[src/rtl/matrix_stream_seq_if.sv]
// Bus bundle between the matrix stream sequencer and its neighbours:
// host input stream, controller/datapath write and read paths, and the
// consumer output stream. The sequencer uses the master view.
interface matrix_stream_seq_if #(
    parameter int DATA_MSB = 31
);
    logic                in_valid;
    logic                in_ready;
    logic [DATA_MSB:0]   in_data;

    logic                we;
    logic [DATA_MSB:0]   wr_data_to_dp;

    logic                dp_dvalid;
    logic [DATA_MSB:0]   rd_data_from_dp;
    logic                re;

    logic                out_valid;
    logic                out_ready;
    logic [DATA_MSB:0]   out_data;
    logic                out_row_last;
    logic                out_last;

    modport master (
        input  in_valid, in_data, dp_dvalid, rd_data_from_dp, out_ready,
        output in_ready, we, wr_data_to_dp, re,
               out_valid, out_data, out_row_last, out_last
    );

    modport slave (
        output in_valid, in_data, dp_dvalid, rd_data_from_dp, out_ready,
        input  in_ready, we, wr_data_to_dp, re,
               out_valid, out_data, out_row_last, out_last
    );
endinterface

[src/rtl/matrix_stream_seq.sv]
// Host-side sequencer for the matrix read/write controller.
// LOAD turns an input stream into row-major we pulses; READ replays the
// stored matrix through a 2-entry FIFO so out_ready never reaches re.
module matrix_stream_seq #(
    parameter int DATA_MSB         = 31,
    parameter int MAT_IDX_SIZE_MSB = 3
) (
    input  logic                      CLK,
    input  logic                      RST,
    input  logic                      start_load,
    input  logic                      start_read,
    input  logic [MAT_IDX_SIZE_MSB:0] row_idx_size,
    input  logic [MAT_IDX_SIZE_MSB:0] col_idx_size,
    matrix_stream_seq_if.master       bus,
    output logic                      busy,
    output logic                      done,
    output logic                      err_start
);
    localparam int IW = MAT_IDX_SIZE_MSB + 1;
    localparam int TW = 2 * IW + 1;

    typedef enum logic [1:0] {
        IDLE = 2'd0,
        LOAD = 2'd1,
        READ = 2'd2
    } state_t;

    state_t state, state_nxt;

    // Sizes latched at start, and the element position of the next transfer.
    logic [IW-1:0] row_size, col_size;
    logic [IW-1:0] row_cnt, col_cnt;
    logic [TW-1:0] total, issued;

    // Two-entry output FIFO: payload plus row/matrix end tags.
    logic [DATA_MSB:0] fifo_data     [2];
    logic [1:0]        fifo_row_last;
    logic [1:0]        fifo_last;
    logic              wr_ptr, rd_ptr;
    logic [1:0]        fifo_cnt;

    logic accept, push, pop;
    logic at_row_end, at_mat_end;
    logic load_fin, read_fin;
    logic err_nxt;

    // Handshake decode and datapath-facing outputs.
    always_comb begin
        at_row_end = (col_cnt == col_size);
        at_mat_end = at_row_end && (row_cnt == row_size);

        bus.in_ready      = (state == LOAD);
        accept            = bus.in_ready && bus.in_valid;
        bus.we            = accept;
        bus.wr_data_to_dp = bus.in_data;

        // The full check ignores a same-cycle pop, keeping out_ready off the re path.
        bus.re = (state == READ) && bus.dp_dvalid &&
                 (fifo_cnt < 2'd2) && (issued < total);
        push   = bus.re;

        bus.out_valid    = (fifo_cnt != 2'd0);
        bus.out_data     = fifo_data[rd_ptr];
        bus.out_row_last = bus.out_valid && fifo_row_last[rd_ptr];
        bus.out_last     = bus.out_valid && fifo_last[rd_ptr];
        pop              = bus.out_valid && bus.out_ready;

        load_fin = accept && at_mat_end;
        read_fin = pop && fifo_last[rd_ptr];
        busy     = (state != IDLE);
    end

    // Next-state and start-error decode.
    always_comb begin
        // NOTE: every always_comb output gets a default first so no path leaves it unassigned (no latch).
        state_nxt = state;
        err_nxt   = 1'b0;
        unique case (state)
            IDLE: begin
                err_nxt = start_load && start_read;
                if (start_load)      state_nxt = LOAD;
                else if (start_read) state_nxt = READ;
            end
            LOAD: begin
                err_nxt = start_load || start_read;
                if (load_fin) state_nxt = IDLE;
            end
            READ: begin
                err_nxt = start_load || start_read;
                if (read_fin) state_nxt = IDLE;
            end
            default: state_nxt = IDLE;
        endcase
    end

    // State register plus the one-cycle done / err_start pulses.
    always_ff @(posedge CLK or posedge RST) begin
        // NOTE: sequential state uses non-blocking assignments so every flop samples pre-edge values.
        if (RST) begin
            state     <= IDLE;
            done      <= 1'b0;
            err_start <= 1'b0;
        end else begin
            state     <= state_nxt;
            done      <= load_fin || read_fin;
            err_start <= err_nxt;
        end
    end

    // Size latch at operation start; row-major position and issue count.
    always_ff @(posedge CLK or posedge RST) begin
        if (RST) begin
            row_size <= '0;
            col_size <= '0;
            row_cnt  <= '0;
            col_cnt  <= '0;
            total    <= '0;
            issued   <= '0;
        end else if ((state == IDLE) && (start_load || start_read)) begin
            row_size <= row_idx_size;
            col_size <= col_idx_size;
            row_cnt  <= '0;
            col_cnt  <= '0;
            issued   <= '0;
            total    <= (TW'(row_idx_size) + TW'(1)) * (TW'(col_idx_size) + TW'(1));
        end else if (accept || push) begin
            if (at_row_end) begin
                col_cnt <= '0;
                row_cnt <= row_cnt + 1'b1;
            end else begin
                col_cnt <= col_cnt + 1'b1;
            end
            if (push) issued <= issued + 1'b1;
        end
    end

    // FIFO pointers and occupancy; a push with a pop leaves the count alone.
    always_ff @(posedge CLK or posedge RST) begin
        if (RST) begin
            wr_ptr   <= 1'b0;
            rd_ptr   <= 1'b0;
            fifo_cnt <= 2'd0;
        end else begin
            if (push) wr_ptr <= ~wr_ptr;
            if (pop)  rd_ptr <= ~rd_ptr;
            case ({push, pop})
                2'b10:   fifo_cnt <= fifo_cnt + 2'd1;
                2'b01:   fifo_cnt <= fifo_cnt - 2'd1;
                default: fifo_cnt <= fifo_cnt;
            endcase
        end
    end

    // FIFO storage written on each issued read, tagged with row/matrix end.
    always_ff @(posedge CLK) begin
        // NOTE: storage is not reset; the occupancy count alone decides what is valid.
        if (push) begin
            fifo_data[wr_ptr]     <= bus.rd_data_from_dp;
            fifo_row_last[wr_ptr] <= at_row_end;
            fifo_last[wr_ptr]     <= at_mat_end;
        end
    end
endmodule

[src/flat_wrapper.sv]
// flat-port wrapper written by rule: the top's interface ports become plain ports
module matrix_stream_seq_flat 
#(
    parameter int DATA_MSB         = 31,
    parameter int MAT_IDX_SIZE_MSB = 3
)
  (CLK, RST, start_load, start_read, row_idx_size, col_idx_size, busy, done, err_start, bus_in_valid, bus_in_data, bus_dp_dvalid, bus_rd_data_from_dp, bus_out_ready, bus_in_ready, bus_we, bus_wr_data_to_dp, bus_re, bus_out_valid, bus_out_data, bus_out_row_last, bus_out_last);
  matrix_stream_seq_if #(.DATA_MSB(DATA_MSB)) bus_i ();
  input  logic CLK;
  input  logic RST;
  input  logic start_load;
  input  logic start_read;
  input  logic [MAT_IDX_SIZE_MSB:0] row_idx_size;
  input  logic [MAT_IDX_SIZE_MSB:0] col_idx_size;
  output logic busy;
  output logic done;
  output logic err_start;
  input wire logic [$bits(bus_i.in_valid)-1:0] bus_in_valid;
  input wire logic [$bits(bus_i.in_data)-1:0] bus_in_data;
  input wire logic [$bits(bus_i.dp_dvalid)-1:0] bus_dp_dvalid;
  input wire logic [$bits(bus_i.rd_data_from_dp)-1:0] bus_rd_data_from_dp;
  input wire logic [$bits(bus_i.out_ready)-1:0] bus_out_ready;
  output wire logic [$bits(bus_i.in_ready)-1:0] bus_in_ready;
  output wire logic [$bits(bus_i.we)-1:0] bus_we;
  output wire logic [$bits(bus_i.wr_data_to_dp)-1:0] bus_wr_data_to_dp;
  output wire logic [$bits(bus_i.re)-1:0] bus_re;
  output wire logic [$bits(bus_i.out_valid)-1:0] bus_out_valid;
  output wire logic [$bits(bus_i.out_data)-1:0] bus_out_data;
  output wire logic [$bits(bus_i.out_row_last)-1:0] bus_out_row_last;
  output wire logic [$bits(bus_i.out_last)-1:0] bus_out_last;
  assign bus_i.in_valid = bus_in_valid;
  assign bus_i.in_data = bus_in_data;
  assign bus_i.dp_dvalid = bus_dp_dvalid;
  assign bus_i.rd_data_from_dp = bus_rd_data_from_dp;
  assign bus_i.out_ready = bus_out_ready;
  assign bus_in_ready = bus_i.in_ready;
  assign bus_we = bus_i.we;
  assign bus_wr_data_to_dp = bus_i.wr_data_to_dp;
  assign bus_re = bus_i.re;
  assign bus_out_valid = bus_i.out_valid;
  assign bus_out_data = bus_i.out_data;
  assign bus_out_row_last = bus_i.out_row_last;
  assign bus_out_last = bus_i.out_last;
  matrix_stream_seq #(.DATA_MSB(DATA_MSB), .MAT_IDX_SIZE_MSB(MAT_IDX_SIZE_MSB)) u_core (.CLK(CLK), .RST(RST), .start_load(start_load), .start_read(start_read), .row_idx_size(row_idx_size), .col_idx_size(col_idx_size), .bus(bus_i), .busy(busy), .done(done), .err_start(err_start));
endmodule
[config.mk]
export PLATFORM = sky130hd
export DESIGN_NAME = matrix_stream_seq_flat
export DESIGN_NICKNAME = d
export VERILOG_FILES = /design/src/rtl/matrix_stream_seq_if.sv /design/src/rtl/matrix_stream_seq.sv /design/src/flat_wrapper.sv
export SDC_FILE = /design/constraint.sdc
export NUM_CORES = 1
export LEC_CHECK = 0
export CAP_MARGIN = 0
export CELL_PAD_IN_SITES_DETAIL_PLACEMENT = 1
export CELL_PAD_IN_SITES_GLOBAL_PLACEMENT = 1
export CORE_UTILIZATION = 50
export DETAILED_ROUTE_END_ITERATION = 12
export DONT_BUFFER_PORTS = 1
export GPL_TIMING_DRIVEN = 1
export PLACE_DENSITY_LB_ADDON = 0.1
export SLEW_MARGIN = 5
export SYNTH_ARGS = -nofsm -noshare
export SYNTH_HDL_FRONTEND = slang
export SYNTH_SLANG_ARGS = --single-unit
[constraint.sdc]
create_clock -name CLK -period 4.5 [get_ports CLK]
set_input_delay 0.225 -clock CLK [delete_from_list [all_inputs] [get_ports CLK]]
set_output_delay 0.225 -clock CLK [all_outputs]
set_load 0.005 [all_outputs]
-- Yosys cells after proc, flatten, opt, wreduce, memory -nomap -nowiden
Memories as Yosys holds them, arrays and structs flattened.
Index checks and enable logic that the tools add are counted.
- bits in registers: 46
- RAM bits: 64
- word-level logic and storage cells: 92
- memories: 1
- memories (name ; words ; width ; read ports ; clocked after Yosys merged registers in ; wr ports ; RTL line ; RTL):
    u_core.fifo_data ; 2 ; 32 ; 1 ; 0 ; 1 ; matrix_stream_seq.sv:36 ; logic [DATA_MSB:0] fifo_data [2];
- add/subtract/negate cells: 7
- $mul: 1
- magnitude comparators: 5
- eq/ne operators: 9
- multiplexer cells: 26
- bitwise logic cells: 2
- reduce and logical (&&, ||, !) cells: 27
- operators with widths (kind ; number):
    2-to-1 mux 9 bit ; 3
    2-to-1 mux 4 bit ; 6
    logical AND 1 bit ; 13
    nonzero test 2 bit ; 6
    adder 4 x 1 -> 5 bit (second input constant) ; 2
    adder 9 x 1 -> 9 bit (second input constant) ; 1
    less-than comparator 9 bit ; 1
    multiplier 9 x 9 -> 9 bit ; 1
    adder 4 x 1 -> 4 bit (second input constant) ; 2
    equality test 4 bit ; 2
    2-to-1 mux 2 bit ; 4
    2-to-1 mux 1 bit ; 7
    one-hot mux 2 bit (3 select lines) ; 1
    bitwise mux 2 bit ; 2
    equality test 2 x 1 -> 1 bit (second input constant) ; 2
    equality test 2 bit (second input constant) ; 2
    less-than comparator 1 x 2 -> 1 bit (second input constant) ; 2
    inequality test 2 x 1 -> 1 bit (second input constant) ; 2
    one-hot mux 2 bit (2 select lines) ; 1
    AND reduction 2 bit ; 2
    logical OR 1 bit ; 3
    inequality test 3 bit (second input constant) ; 1
    AND reduction 3 bit ; 1
    adder 2 x 1 -> 2 bit (second input constant) ; 1
    other kinds (8) ; 9

-- Longest topological paths before layout
Gate-level depths: netlist (run 1).
- depth after elaboration: 7
- gate-level depth with buffers: 15
- mapped depth without buffers: 14

-- Worst setup path after synthesis (run 1)
No wires, ideal clock.
- path kind: input to register
- start point: input port col_idx_size[2]
- end point: register u_core.total[8]
- library setup time: 0.131 ns
- arrival time: 3.303 ns
- slack: 1.066 ns
- stages on the path: 13
- path buffers: 1
- path through: clkbuf_1 -> nand3_1 -> or2_2 -> fa_1 -> fa_1 -> fa_1 -> inv_1 -> ha_1 -> nand2b_1 -> a21oi_1 -> o22ai_1 -> xnor2_1 -> o21ai_1
- word-level cells in the longest chain between the ends: 2
- RTL lines (element ; RTL line ; RTL):
    start: declaration ; flat_wrapper.sv:14 ; input logic [MAT_IDX_SIZE_MSB:0] col_idx_size;
    adder 4 x 1 -> 5 bit ; matrix_stream_seq.sv:125 ; total <= (TW'(row_idx_size) + TW'(1)) * (TW'(col_idx_size) + TW'(1));
    multiplier 9 x 9 -> 9 bit ; matrix_stream_seq.sv:125 ;
    end signal: assignment ; matrix_stream_seq.sv:125 ;
    end: declaration ; matrix_stream_seq.sv:33 ; logic [TW-1:0] total, issued;
Every way passes these cells.
A chain may end at the register's enable or synchronous reset.

-- Worst setup path in the final report (run 1)
- start point: input port col_idx_size[0]
- end point: register u_core.total[8]
The elaborated chain is that of the path after synthesis.

==> flow_metrics.env, run 1 <==
export IMPL_clk_pin_slew_ps=70
export IMPL_rows=38
export IMPL_grt_first_pass_wirelength_mm=19.9
export IMPL_dr_pass1_iters=4
export IMPL_run_status="completed"
export IMPL_tritoncts_num_buffers=9
export IMPL_wirelength_mm=12.9
export IMPL_maxCapViolCount=0
export IMPL_drive_gt1_share_pct=11.7
export IMPL_worstPathRequired_ps=4730
export IMPL_worstSetupPathType="in2reg"
export IMPL_worst_pin_slew_ps=1000
export IMPL_dieArea_um2=12000
export IMPL_antenna_found_initial=0
export IMPL_ys_flop_type="edfxtp_1"
export IMPL_pwr_share_seq_pct=43.5
export IMPL_p_sw_mw=1.08
export IMPL_synth_simple_gate_area_share_pct=10.5
export IMPL_fp_dieH_um=109
export IMPL_yosysUniqueCellTypes=52
export IMPL_cpPeakStageDelay_ps=540
export IMPL_fmax_mhz=307
export IMPL_n_antenna_cell=0
export IMPL_fillers=1156
export IMPL_drcViolationCount=0
export IMPL_p_leak_nw=2.56
export IMPL_drt_iter0_drc=151
export IMPL_gp_congestion=0.835
export IMPL_yosysTopAreaCellShare_pct=35.4
export IMPL_slowest_stage="fa_1"
export IMPL_synth_edf_count=68
export IMPL_synth_mux_area_share_pct=6.77
export IMPL_core_area_um2=11000
export IMPL_area_growth_pct=10.9
export IMPL_start_util_pct=52.3
export IMPL_synth_cells=487
export IMPL_cp_buffers_inverters=1
export IMPL_internal_power_mw=2.04
export IMPL_dp_cells=588
export IMPL_worstHoldPathType="in2reg"
export IMPL_fin_crit_sh_pct=72.3
export IMPL_synth_area_um2=5770
export IMPL_clock_sinks=110
export IMPL_fin_tns_setup_ps=0
export IMPL_hold_violations=0
export IMPL_avgViaCountPerCell=5.67
export IMPL_grt_max_degree=43
export IMPL_pwr_share_comb_pct=31.7
export IMPL_stdcell_count=645
export IMPL_post_dp_hpwl_mm=8.32
export IMPL_io_buffer_count=0
export IMPL_worst_setup_path_start_kind="input pin"
export IMPL_worstPathArrival_ps=3490
export IMPL_clock_path_buffers=2
export IMPL_finClkSkew_ps=9.22
export IMPL_cts_max_level=3
export IMPL_cp_common_cell="fa_1"
export IMPL_fin_crit_ps=3250
export IMPL_final_net_count=622
export IMPL_synth_nets=609
export IMPL_async_flop_share_pct=38.2
export IMPL_clock_latency_ps=350
export IMPL_drv_slew=0
export IMPL_overflow=0
export IMPL_cp_top_family="adder cells"
export IMPL_synth_xor_xnor_area_share_pct=4.10
export IMPL_yosysSeqAreaShare_pct=53.6
export IMPL_synth_compound_area_share_pct=7.34
export IMPL_sw_frac_of_total_pct=34.6
export IMPL_cts_tree="done"
export IMPL_cts_resized=0
export IMPL_synth_seq_cells=110
export IMPL_grt_pass1_vias=3894
export IMPL_end_kind="register"
export IMPL_yosys_warnings=0
export IMPL_synthTopCellsByArea="edfxtp_1 35%, dfrtp_1 18%, ha_1 7.6%"
export IMPL_cp_max_fo=8
export IMPL_ant_nets=0
export IMPL_cp_cell_sequence="ha_1, nand3_1, or2_2, fa_1, fa_1, fa_1, inv_1, ha_1, nand2b_1, a21oi_1, o22ai_1, xnor2_1, o21ai_1"
export IMPL_synth_top_area_cell="edfxtp_1"
export IMPL_synth_top_family_by_area="simple AND/OR/NAND/NOR gates"
export IMPL_slew_headroom_pct=33.0
export IMPL_track_usage_pct=22.4
export IMPL_share_clk_of_total_power_pct=24.8
export IMPL_p_per_area_nw_per_um2=488
export IMPL_synth_adder_area_share_pct=10.4
export IMPL_synth_area_per_cell_um2=11.8
export IMPL_ioPinCount=152
export IMPL_wire_per_inst_um=20.0
export IMPL_die_w_um=109
export IMPL_vdd_drop_max_mv=0.333
export IMPL_setup_viol=0
export IMPL_cts_root_buf="clkbuf_16"
export IMPL_dr_total_vias=3654
export IMPL_rsz0062_at_grt="false"
[cells in the mapped netlist (2+ instances only)]
| library cell | instances |
|---|---|
| nor3b_1 | 2 |
| a21oi_1 | 23 |
| nand3_1 | 10 |
| ha_1 | 35 |
| edfxtp_1 | 68 |
| o21ai_0 | 13 |
| xnor2_1 | 18 |
| clkbuf_1 | 9 |
| clkinv_1 | 2 |
| o211ai_1 | 5 |
| nand2b_1 | 4 |
| nor2_1 | 28 |
| mux2i_1 | 3 |
| or2_2 | 3 |
| mux2_2 | 32 |
| inv_1 | 29 |
| nor3_1 | 2 |
| or3_1 | 6 |
| and2_1 | 6 |
| a32o_1 | 3 |
| nand2_1 | 50 |
| o22ai_1 | 3 |
| or4_1 | 3 |
| buf_1 | 2 |
| nand4_1 | 6 |
| xor2_1 | 9 |
| o31ai_1 | 5 |
| nor2b_1 | 3 |
| o21ai_1 | 3 |
| fa_1 | 8 |
| dfrtp_1 | 42 |
| buf_4 | 32 |
[per-stage QoR]
step | instance area, um^2 | total power [mW] | worst slack (ps) | hold WS [ps] | utilization, %
3_3_place_gp | 5700 | 2.29 | 929 | 306 | 51.7
6_report | 6390 | 3.12 | 1250 | 6.28 | 58.0
2_1_floorplan | 5770 | 2.10 | 1070 | 323 | -
3_5_place_dp | 5700 | 2.33 | 858 | 316 | 51.7
4_1_cts | 6390 | 3.14 | 1240 | 7.35 | 58.0
5_1_grt | 6390 | 3.31 | 998 | 17.7 | 58.0
[metal layers]
layer	GRT usage [%]	share of wire (%)
met1	26.6	41
met2	40.2	52
met3	5.16	5.4
met4	7.05	1.7
met5	0	0
[logic make-up (layout without fill, tap and decap cells)]
group | after synthesis | after routing
adder cells (fa/ha/maj) | 43 | 43
AO/OA/AOI/OAI | 67 | 67
flip-flops | 110 | 110
buffers and inverters | 77 | 95
XOR/XNOR | 27 | 27
multiplexers | 35 | 35
AND/OR/NAND/NOR | 128 | 128
[placed cells by master (no fill, tap or decap), types with 2 or more instances in the layout]
| cell type | instances |
|---|---|
| a21oi_1 | 23 |
| a32o_1 | 3 |
| and2_1 | 6 |
| buf_4 | 6 |
| clkbuf_16 | 9 |
| clkinv_1 | 2 |
| clkinv_4 | 2 |
| clkinvlp_4 | 2 |
| dfrtp_1 | 42 |
| dlygate4sd3_1 | 41 |
| edfxtp_1 | 68 |
| fa_1 | 8 |
| ha_1 | 35 |
| inv_1 | 29 |
| inv_8 | 2 |
| mux2_2 | 32 |
| mux2i_1 | 3 |
| nand2_1 | 50 |
| nand2b_1 | 4 |
| nand3_1 | 10 |
| nand4_1 | 6 |
| nor2_1 | 26 |
| nor2b_1 | 3 |
| nor3_1 | 2 |
| nor3b_1 | 2 |
| o211ai_1 | 5 |
| o21ai_0 | 13 |
| o21ai_1 | 3 |
| o22ai_1 | 3 |
| o31ai_1 | 5 |
| or2_2 | 3 |
| or3_1 | 6 |
| or4_1 | 3 |
| xnor2_1 | 18 |
| xor2_1 | 9 |
[power groups by stage]
stage               Clock (mW)  Sequential (mW)  Combinational, mW
global route             0.826             1.38               1.11
finish                   0.773             1.36              0.989
CTS                      0.784             1.36               1.00
floorplan                    0             1.33              0.772
global placement             0             1.37              0.921
detailed placement           0             1.38              0.950
[area by class of cell]
class	count	area [um^2]	area share, %
clock buffer	10	229	3.58
sequential	110	3090	48.4
tap	140	175	2.74
multi-input combinational	300	2260	35.4
inverter	32	120	1.88
clock inverter	6	55.1	0.861
timing repair buffer	47	455	7.12
[what timing repair did]
item | in CTS | in global routing
buffers inserted | 0 | 0
hold buffers | 41 | 0
endpoints found under the hold margin | 113 | 0
[state kept, by name (all words and copies together) (netlist names)]
register              count
u_core.fifo_data         64
u_core.issued             9
u_core.total              9
u_core.col_cnt            4
u_core.col_size           4
u_core.row_cnt            4
u_core.row_size           4
u_core.fifo_cnt           2
u_core.fifo_last          2
u_core.fifo_row_last      2
u_core.state              2
u_core.done               1
u_core.err_start          1
u_core.rd_ptr             1
u_core.wr_ptr             1
[final timing paths]
path	startpoint	cells after the start	to	slack [ps]
setup / recovery	col_idx_size[0]	13	u_core.total[8]$_DFFE_PP0P_	1250
hold / removal	col_idx_size[2]	2	u_core.col_size[2]$_DFFE_PP0P_	6
setup reg to reg	u_core.state[0]$_DFFE_PP0P_	7	u_core.fifo_data[0][9]$_DFFE_PP_	1760
hold reg to reg	u_core.total[3]$_DFFE_PP0P_	2	u_core.total[3]$_DFFE_PP0P_	490
max in group asynchronous	RST	3	u_core.col_cnt[0]$_DFFE_PP0P_	3610
min in group asynchronous	RST	3	u_core.fifo_cnt[1]$_DFFE_PP0P_	470
No activity file was read; power rests on OpenSTA's default activity.
==> inputs of run 2 (changes only) <==
Settings changed: CORE_UTILIZATION 50 to 45.
Clock period 4.5 ns to 2.8 ns, I/O delays scaled along.
==> run 2 against run 1 <==
Critical path depth unchanged. Sequential share of layout area fell by 2.7 points. Total power up 66%. Register-to-register slack got worse by 1400 ps. Clock power grew 66%. Worst setup slack worse by 1200 ps. Cell count rose by 7.9%.
==> flow_metrics.env, run 2 (synthesis gave the netlist of run 1 again) <==
export IMPL_antenna_found_initial=0
export IMPL_stdcell_count=696
export IMPL_clock_latency_ps=350
export IMPL_ioPinCount=152
export IMPL_drcViolationCount=0
export IMPL_power_mw=5.17
export IMPL_r2r_end="u_core.issued[4]$_DFFE_PP0P_"
export IMPL_slew_headroom_pct=36.3
export IMPL_final_net_count=645
export IMPL_cts_setup_buffers=0
export IMPL_worstPathRequired_ps=3040
export IMPL_worstHoldPathType="in2reg"
export IMPL_fin_tns_setup_ps=0
export IMPL_fillers=1256
export IMPL_min_to="u_core.state[1]$_DFFE_PP0P_"
export IMPL_rr_worst_depth=8
export IMPL_p_per_area_nw_per_um2=765
export IMPL_n_antenna_cell=0
export IMPL_vdd_drop_max_mv=0.356
export IMPL_hold_path_cell_count=3
export IMPL_fin_crit_ps=2760
export IMPL_grt_first_pass_wirelength_mm=21.1
export IMPL_ant_nets=0
export IMPL_core_area_um2=12300
export IMPL_wire_per_inst_um=19.0
export IMPL_post_place_ws_ps=-359
export IMPL_cp_cell_sequence="ha_4, nand3_4, or2_4, fa_1, fa_1, fa_1, inv_2, ha_4, nand2b_4, a21oi_4, o22ai_2, xnor2_1, o21ai_1"
export IMPL_r2r_start="u_core.state[0]$_DFFE_PP0P_"
export IMPL_clock_sinks=110
export IMPL_pwr_share_comb_pct=33.4
export IMPL_worst_setup_path_start_kind="input pin"
export IMPL_start_util_pct=47.0
export IMPL_overflow=0
export IMPL_grt_max_degree=35
export IMPL_dieArea_um2=13300
export IMPL_dr_total_vias=3700
export IMPL_fp_dieH_um=115
export IMPL_grt_pass1_vias=4051
export IMPL_cts_max_level=3
export IMPL_fin_area_um2=6770
export IMPL_fmax_mhz=363
export IMPL_track_usage_pct=21.3
export IMPL_worst_slack_ps=44.9
export IMPL_largest_reg_flops=64
export IMPL_dp_cells=637
export IMPL_tritoncts_num_buffers=9
export IMPL_worstSetupStartpoint="col_idx_size[0]"
export IMPL_worst_pin_slew_ps=954
export IMPL_pwr_share_seq_pct=41.8
export IMPL_p_leak_nw=2.72
export IMPL_cpPeakStageDelay_ps=590
export IMPL_die_w_um=115
export IMPL_cp_common_cell="fa_1"
export IMPL_maxCapViolCount=0
export IMPL_worstSetupPathType="in2reg"
export IMPL_rsz0062_at_grt="true"
export IMPL_avgViaCountPerCell=5.32
export IMPL_cts_tree="done"
export IMPL_r2r_setup_slack_ps=400
export IMPL_run_status="completed"
export IMPL_io_buffer_count=0
export IMPL_gp_congestion=0.902
export IMPL_setup_viol=0
export IMPL_post_dp_hpwl_mm=9.01
export IMPL_fin_crit_sh_pct=98.4
export IMPL_rows=40
export IMPL_final_cell_mix="68 x edfxtp_1, 50 x nand2_1, 43 x dlygate4sd3_1, 42 x dfrtp_1"
export IMPL_reg_largest_list="u_core.fifo_data x64, u_core.issued x9, u_core.total x9"
export IMPL_share_clk_of_total_power_pct=24.8
export IMPL_wirelength_mm=13.3
export IMPL_cp_buffers_inverters=1
export IMPL_cp_top_family="adder cells"
export IMPL_clk_pin_slew_ps=70
export IMPL_hold_violations=0
export IMPL_p_sw_mw=1.74
export IMPL_drive_gt1_share_pct=17.4
export IMPL_worstHoldStart="start_read"
export IMPL_sw_frac_of_total_pct=33.6
export IMPL_area_growth_pct=17.4
export IMPL_drt_iter0_drc=183
export IMPL_drv_slew=0
export IMPL_worstPathArrival_ps=2990
export IMPL_finClkSkew_ps=5.14
export IMPL_final_common_cell="edfxtp_1"
export IMPL_cts_root_buf="clkbuf_16"
export IMPL_dr_pass1_iters=4
export IMPL_end_kind="register"
export IMPL_dpl_cell_area_um2=6020
export IMPL_internal_power_mw=3.43
export IMPL_slowest_stage="fa_1"
export IMPL_largest_register="u_core.fifo_data"
export IMPL_cp_max_fo=7
export IMPL_clock_path_buffers=2
==> run 2: worst reg2reg max path: stages, from the launching register on <==
cell	delay, ps
dfrtp_1	430
inv_1	120
ha_1	220
and4bb_1	220
o211ai_1	110
a211o_1	360
buf_4	240
or4_1	490
a21oi_1	150
==> run 2: worst max path at each step <==
| stage | to | slack (ps) | depth (start not counted) |
|---|---|---|---|
| floorplan | u_core.total[8]$_DFFE_PP0P_ | -150 | 14 |
| global placement | u_core.total[8]$_DFFE_PP0P_ | -240 | 13 |
| detailed placement | u_core.total[8]$_DFFE_PP0P_ | -360 | 13 |
| CTS | u_core.total[8]$_DFFE_PP0P_ | 10 | 13 |
| global route | u_core.total[8]$_DFFE_PP0P_ | -80 | 13 |
| finish | u_core.total[8]$_DFFE_PP0P_ | 40 | 13 |
==> run 2: metal layers <==
metal  share of wire, %  GRT usage [%]
met5                  0              0
met2                 51           37.5
met3                4.6           4.96
met4                1.2           5.89
met1                 43           26.2
==> run 2: per-stage QoR <==
step | hold slack [ps] | utilization, %
2_1_floorplan | 238 | -
3_3_place_gp | 239 | 49.1
3_5_place_dp | 239 | 49.1
4_1_cts | 62.3 | 55.0
5_1_grt | 122 | 55.2
6_report | 95.4 | 55.2
==> run 2: layout make-up <==
class / count / area (um^2) / share of cell area (%)
clock buffers: 12 / 236 / 3.49
inverters: 32 / 120 / 1.77
well taps: 168 / 210 / 3.11
clock inverters: 4 / 55.1 / 0.813
repair buffers: 70 / 658 / 9.72
flip-flops and latches: 110 / 3090 / 45.7
multi-input cells: 300 / 2390 / 35.4
==> run 2: power by group through the flow <==
stage                     clock network [mW]  logic [mW]  registers (mW)
after floorplan                            0        1.28            2.14
after global placement                     0        1.61            2.18
after detailed placement                   0        1.65            2.19
after CTS                               1.31        1.73            2.16
after global routing                    1.36        1.94            2.19
final                                   1.28        1.73            2.16
==> run 2: repair_timing <==
action,4_1_cts,5_1_grt
setup endpoints to repair,0,2
endpoints found under the hold margin,97,0
hold buffers,43,0
resized for setup,0,3
